**src/rtl/control_sequencer.sv**
```systemverilog
// control_sequencer: multi-cycle control unit for the 16-bit datapath.
// It walks each instruction through FETCH/DECODE/EXEC/MEM/WB, drives the
// datapath strobes and the program counter, and counts retired instructions.
// Optional build macro CTRL_SINGLE_STEP_EN adds a 'step' input that gates
// FETCH so the sequencer advances one instruction per step pulse.
module control_sequencer #(
  parameter logic [15:0] PC_RESET = 16'd0,
  parameter logic [15:0] PC_STEP  = 16'd1,
  parameter logic [15:0] PC_LAST  = 16'hFFFF
) (
  input  logic        clk,
  input  logic        rst_n,
  input  logic        run,
`ifdef CTRL_SINGLE_STEP_EN
  input  logic        step,
`endif
  input  logic [1:0]  opcode,
  output logic [15:0] pcFill,
  output logic        RegDst,
  output logic        ALUSrc,
  output logic        MemToReg,
  output logic        RegWrite,
  output logic        MemRead,
  output logic        MemWrite,
  output logic        ALUOp,
  output logic [2:0]  state,
  output logic [15:0] retired
);

  typedef enum logic [2:0] {
    S_IDLE   = 3'd0,
    S_FETCH  = 3'd1,
    S_DECODE = 3'd2,
    S_EXEC   = 3'd3,
    S_MEM    = 3'd4,
    S_WB     = 3'd5,
    S_HALT   = 3'd6
  } state_t;

  localparam logic [1:0] OP_R    = 2'b00;
  localparam logic [1:0] OP_LW   = 2'b01;
  localparam logic [1:0] OP_SW   = 2'b10;
  localparam logic [1:0] OP_ADDI = 2'b11;

  state_t     st;
  logic [1:0] op_q;        // opcode captured in DECODE, used until retire
  logic       fetch_go;    // FETCH may advance this cycle
  logic       is_mem_op;   // current instruction visits MEM
  state_t     after_retire;

  // Static decode bundle {RegDst, ALUSrc, MemToReg, ALUOp} for one opcode.
  function automatic logic [3:0] static_decode(input logic [1:0] op);
    logic [3:0] d;
    d = 4'b0000;
    case (op)
      OP_R:    d = 4'b1001;
      OP_LW:   d = 4'b0110;
      OP_SW:   d = 4'b0100;
      OP_ADDI: d = 4'b0101;
      default: d = 4'b0000;
    endcase
    return d;
  endfunction

  // Retired counter increments but sticks at all-ones.
  function automatic logic [15:0] sat_inc(input logic [15:0] v);
    return (v == 16'hFFFF) ? v : v + 16'd1;
  endfunction

`ifdef CTRL_SINGLE_STEP_EN
  assign fetch_go = step;
`else
  assign fetch_go = 1'b1;
`endif

  assign is_mem_op = (op_q == OP_LW) || (op_q == OP_SW);
  assign state     = st;

  // Where the sequencer goes once the current instruction retires; the last
  // address wins over run so the program end is always honoured.
  always_comb begin
    after_retire = S_IDLE;
    if (pcFill == PC_LAST) begin
      after_retire = S_HALT;
    end else if (run) begin
      after_retire = S_FETCH;
    end
  end

  // Instruction sequencer with registered strobes; each strobe is set on the
  // edge that enters its state and cleared on the edge that leaves it.
  always_ff @(posedge clk or negedge rst_n) begin
    if (!rst_n) begin
      st       <= S_IDLE;
      op_q     <= OP_R;
      pcFill   <= PC_RESET;
      retired  <= 16'd0;
      RegDst   <= 1'b0;
      ALUSrc   <= 1'b0;
      MemToReg <= 1'b0;
      ALUOp    <= 1'b0;
      RegWrite <= 1'b0;
      MemRead  <= 1'b0;
      MemWrite <= 1'b0;
    end else begin
      case (st)
        S_IDLE: begin
          if (run) begin
            st <= S_FETCH;
          end
        end

        S_FETCH: begin
          if (fetch_go) begin
            st <= S_DECODE;
          end
        end

        // The only place opcode is looked at.
        S_DECODE: begin
          op_q <= opcode;
          {RegDst, ALUSrc, MemToReg, ALUOp} <= static_decode(opcode);
          st <= S_EXEC;
        end

        S_EXEC: begin
          if (is_mem_op) begin
            MemRead  <= (op_q == OP_LW);
            MemWrite <= (op_q == OP_SW);
            st       <= S_MEM;
          end else begin
            RegWrite <= 1'b1;
            st       <= S_WB;
          end
        end

        S_MEM: begin
          MemRead  <= 1'b0;
          MemWrite <= 1'b0;
          if (op_q == OP_LW) begin
            RegWrite <= 1'b1;
            st       <= S_WB;
          end else begin
            // Store retires straight out of MEM.
            pcFill   <= pcFill + PC_STEP;
            retired  <= sat_inc(retired);
            {RegDst, ALUSrc, MemToReg, ALUOp} <= 4'b0000;
            st       <= after_retire;
          end
        end

        S_WB: begin
          RegWrite <= 1'b0;
          pcFill   <= pcFill + PC_STEP;
          retired  <= sat_inc(retired);
          {RegDst, ALUSrc, MemToReg, ALUOp} <= 4'b0000;
          st       <= after_retire;
        end

        // Sticky until reset; everything stays quiet.
        S_HALT: begin
          RegWrite <= 1'b0;
          MemRead  <= 1'b0;
          MemWrite <= 1'b0;
          {RegDst, ALUSrc, MemToReg, ALUOp} <= 4'b0000;
        end

        default: begin
          st <= S_IDLE;
        end
      endcase
    end
  end

endmodule

```
**config.mk**
```make
export PLATFORM = sky130hd
export DESIGN_NAME = control_sequencer
export DESIGN_NICKNAME = d
export VERILOG_FILES = /design/src/rtl/control_sequencer.sv
export SDC_FILE = /design/constraint.sdc
export NUM_CORES = 1
export LEC_CHECK = 0
export CORE_ASPECT_RATIO = 1.5
export CORE_MARGIN = 5
export CORE_UTILIZATION = 53
export CTS_BUF_LIST = sky130_fd_sc_hd__clkbuf_8
export DETAILED_ROUTE_END_ITERATION = 12
export HOLD_SLACK_MARGIN = 0.1
export MAX_ROUTING_LAYER = met4
export PLACE_DENSITY_LB_ADDON = 0.08
export SKIP_CTS_REPAIR_TIMING = 1
export SYNTH_ARGS = -nofsm -noshare
export SYNTH_HDL_FRONTEND = slang
export SYNTH_SLANG_ARGS = --single-unit
```
**constraint.sdc**
```tcl
create_clock -name clk -period 2.3 [get_ports clk]
set_input_delay 0.345 -clock clk [delete_from_list [all_inputs] [get_ports clk]]
set_output_delay 0.345 -clock clk [all_outputs]
set_load 0.05 [all_outputs]
```
# Yosys cells after proc, flatten, opt, wreduce, memory -nomap -nowiden
# Cells that the tools add are included.
# Widths: inputs -> output; s select.
totals:
  register_bits: 44
  latchBits: 0
  ram_bits: 0
  rom_bits: 0
  in_bits: 5
  output_inout_bits: 42
  word_cells: 70
  memories: 0
op_classes:
  n_addsub: 2
  multipliers: 0
  div: 0
  magnitude_cmp: 0
  n_eq_ne: 18
  n_shift: 0
  n_mux: 24
  bitwise: 1
  reduce_logical: 14
op_table:
  columns: ["operator", "count"]
  rows:
  - ["$pmux 16 s2", 2]
  - ["$mux 16", 3]
  - ["$add 16x1->16 const B", 2]
  - ["$eq 16x16->1 const B", 2]
  - ["$pmux 3 s7", 1]
  - ["$pmux 4 s4", 1]
  - ["$pmux 1 s3", 5]
  - ["$ne 2x2->1 const B", 5]
  - ["$eq 3x3->1 const B", 3]
  - ["$mux 3", 3]
  - ["$reduce_and 2->1", 4]
  - ["$mux 1", 7]
  - ["$eq 2x2->1 const B", 3]
  - ["$eq 3x2->1 const B", 2]
  - ["$reduce_bool 3->1", 2]
  - ["$eq 2x1->1 const B", 2]
  - ["$pmux 1 s2", 2]
  - ["$reduce_bool 2->1", 2]
  - ["$reduce_or 2->1", 2]
  - ["$eq 3x1->1 const B", 1]
  - ["$logic_not 3->1", 1]
  - ["$reduce_and 3->1", 1]
  - ["$logic_not 2->1", 1]
  - ["$logic_or 1x1->1", 1]
  - ["$not 1->1", 1]

# Logic depth before layout (Yosys ltp)
depth:
  ltp_word: 4
  mapped_depth: 7
  mapped_depth_nobuf: 6

# Least setup slack after synthesis
# No wires, ideal clock.
synth_path:
  path_kind: "register -> register"
  start: "register retired[0]"
  end: "register retired[1]"
  setup_time_ns: 0.125
  t_arrival_ns: 1.928
  required_ns: 2.175
  path_slack_ns: 0.247
  path_stages_with_launch: 6
  period_less_slack_ns: 2.053
  path_cell_list: "dfrtp_1 > ha_1 > nand4_1 > nor4_4 > nor2_2 > mux2_4"
synth_between:
  elab_chain_len: 4
  elab_cells_between_ends: 5
synth_rtl:
  columns: ["element", "line", "source"]
  rows:
  - ["start: declaration", "27", "output logic [15:0] retired"]
  - ["start signal: assignment", "146", "retired <= sat_inc(retired);"]
  - ["start signal: assignment", "155", "retired <= sat_inc(retired);"]
  - ["$add 16x1->16 / $eq 16x16->1 (equally long branches)", "67", "return (v == 16'hFFFF) ? v : v + 16'd1;"]
  - ["$mux 16 *", "67", null]
  - ["$mux 16", "140", "if (op_q == OP_LW) begin"]
  - ["$pmux 16 s2 *", "106", "case (st)"]
# Mark *: on every way between the ends. The rest lies on a longest branch, timed or not. The select of a mux whose other input is x is not followed.
# A chain may end at the register's enable or synchronous reset.

# Final worst setup path
layout_path:
  start: "register st[0] (netlist: state[0])"
  end: "output port state[0]"
layout_lines:
  columns: ["element", "line", "source"]
  rows:
  - ["start: declaration", "45", "state_t st;"]
  - ["start signal: assignment", "148", "st <= after_retire;"]
  - ["start signal: assignment", "157", "st <= after_retire;"]
  - ["end: declaration", "26", "output logic [2:0] state,"]
# No word-level cell between the ends.

==> impl_metrics.yaml <==
run_status:
  outcome: "finished, final reports clean"
power:
  worst_ir_drop_vdd_mv: 0.989
  power.total_uw: 3350
  pwr_density_cell_nw_per_um2: 1170
  p_leak_uw: 0.00127
die:
  floorplan.initialDensity_pct: 53.8
  number_of_top_level_pins: 47
  chipHeight_um: 89.7
  placementRows: 29
  fp.dieW_um: 63.1
  core-area_um2: 4170
  dieArea_um2: 5660
logic_synthesis:
  synth-edff-count: 0
  post_synthesis_sequential_element_count: 44
  synth_area_per_cell_um2: 10.5
  synthDominantAreaCellType: "dfrtp_1"
  post_synth_instance_area_um2: 2240
  post_synthesis_cell_count: 213
  total_number_of_yosys_warnings: 0
  post-synth-top-area-fraction_pct: 49.1
  ys_seq_area_share_pct: 49.1
  most_used_flip_flop_cell_after_synthesis: "dfrtp_1"
  postSynthNetCount: 224
  synth_cell_types: 46
  synth-async-reset-ratio_pct: 100
  synth.top_cells.by_area: "dfrtp_1, xnor2_1, xor2_1"
sta:
  final_critical_path_setup_slack_ns: 0.161
  worstMarginPinSlew_ns: 0.509
  post-route-min-period_ns: 2.14
  drv_slew: 0
  timing.clock.skew_ns: 0.00993
  grt_setup_unrepaired: "no"
  share_of_the_clock_period_used_by_the_worst_path_pct: 93.0
  setup_viol: 0
  tns_setup_ns: 0
  max_clock_freq_ghz: 0.468
  slew_headroom_pct: 65.9
  final_hold_viol_count: 0
critical_path:
  crit_path_start_kind: "flop"
  buffer_and_inverter_count_on_the_worst_path: 1
  path_cells: "clkdlybuf4s50_1"
  cp_slowest_cell: "clkdlybuf4s50_1"
  worst_setup_path_end_kind: "primary output"
  cp-startpoint: "state[0]"
  cpPeakStageDelay_ns: 0.89
  worst_ep_arrival_time_ns: 1.79
  cp_data_required_time_ns: 1.96
  register_to_register_path_setup_slack_ns: 0.42
  timing.critical_path.fanout_max: 16
  worst_r2r_path_depth: 5
  timing.setup.critical_path_class: "flop to primary output"
  rr_startpoint: "op_q[0]"
  r2r-end: "retired[13]"
  cpLargestDelayFamily: "buffers and inverters"
detailed_routing:
  initial_detailed_routing_violation_count: 51
  avgRoutedWirePerCell_um: 14.9
  route.vias.total: 1763
  m1WireLength_mm: 2.21
  totalWireLength_mm: 4.69
  postRouteAntennaNets: 0
  drt-vias-per-instance: 5.61
  top_layer: "met4"
  wl_met3_um: 142
  drt_first_pass_iters: 4
  met2_length_mm: 2.27
  post-route-drc-count: 0
worst_hold_path:
  worst_hold_path_type: "flop to flop"
  worst_hold_path.endpoint: "pcFill[15]"
  worst_hold_startpoint: "pcFill[15]"
  hold_depth: 1
global_route:
  grt_start_max_net_pins: 24
  global_route_wire_length_before_repair_mm: 8.46
  antenna_violations_before_repair: 0
  grt.overflow.total: 0
  grt_use_total_pct: 19.1
  grt_pass1_vias: 1774
finish:
  fillCellCount: 317
  layout.cells.most_common_list: "clkdlybuf4s50_1, dfrtp_1, nand2_1"
  drive_gt1_share_pct: 11.2
  num_antenna_cells: 0
  mostFrequentLayoutCell: "clkdlybuf4s50_1"
  area.growth.synth_to_final_pct: 27.7
  final_net_count: 278
clock_tree:
  cts_buffer_depth: 2
  cts_root_buffer: "clkbuf_8"
  tritoncts: "done"
  clk_pin_slew_ns: 0.08
  cts.htree.levels: 2
  number_of_cts_inserted_buffers: 5
  clk_latency_ns: 0.30
  clkSinkCount: 44
flow_run:
  drv.max_cap_violation_count: 0
placement:
  dp_worst_setup_slack_ns: 0.441
  finalWeightedCongestion: 0.810
  count_of_buffers_inserted_at_the_top_level_ports: 46
  place_hpwl_mm: 3.43
-- through the flow --
stage / hold WS [ns] / utilization [%] / cells / instance area [um^2]
global route: 0.540 / 68.6 / 314 / 2860
global placement: 0.346 / 66.2 / 305 / 2760
detailed placement: 0.346 / 66.2 / 305 / 2760
CTS: 0.0210 / 68.4 / 313 / 2850
finish: 0.502 / 68.6 / 314 / 2860
floorplan: 0.0494 / - / 213 / 2240
-- final cells by class --
type / instances / area [um^2] / area share [%]
Clock buffer: 6 / 82.6 / 2.88
Clock inverter: 2 / 7.51 / 0.262
Inverter: 7 / 26.3 / 0.917
Multi-Input combinational cell: 157 / 1090 / 37.9
Sequential cell: 44 / 1100 / 38.4
Tap cell: 46 / 57.6 / 2.01
Timing Repair Buffer: 52 / 503 / 17.6
-- how the worst max path moves through the flow --
| stage | to | slack (ns) | cells past startpoint |
|---|---|---|---|
| after global placement | retired[6] | 0.49 | 5 |
| final | state[0] | 0.16 | 1 |
| after floorplan | retired[1] | 0.25 | 5 |
| after CTS | state[0] | 0.14 | 1 |
| after global routing | state[1] | 0.06 | 1 |
| after detailed placement | retired[13] | 0.44 | 6 |
-- metal layers --
layer,track usage (%),up-vias
met3,4.11,8
met1,25.3,850
met2,29.5,39
met4,6.37,0
met5,-,-
li1,-,866
-- power breakdown --
part           total [uW]  leakage [uW]  switching, uW  internal [uW]
Clock                 498     0.0000538            261            237
Sequential           1200      0.000584            245            958
Combinational        1650      0.000630           1060            588
-- synthesized netlist by cell type, types with 2 or more instances --
cell / instances
a22oi_1: 2
nand4_1: 10
nor2_1: 14
nor3_1: 5
and3_1: 2
mux2_2: 2
and4_1: 2
nor4_1: 2
xnor2_1: 13
ha_1: 6
a31oi_1: 4
xor2_1: 13
nand3_1: 12
clkbuf_1: 3
dfrtp_1: 44
a22o_1: 2
a21oi_1: 8
nand2_1: 21
o21ai_0: 13
nor4_2: 3
inv_1: 7
-- cell families after synthesis --
group           Yosys count  synth area share, %
flops                    44                 49.1
buf+inv                  12                 2.51
fa+ha+maj                 6                 3.35
compound gates           34                 9.26
xor+xnor                 26                 10.2
simple gates             87                 23.5
mux                       4                 2.12
-- registers in the layout, summed over array words and instances, names as in the netlist --
signal	flops
pcFill	16
retired	16
state	3
op_q	2
ALUOp	1
ALUSrc	1
MemRead	1
MemToReg	1
MemWrite	1
RegDst	1
RegWrite	1
No activity file was read; power rests on OpenSTA's default activity.
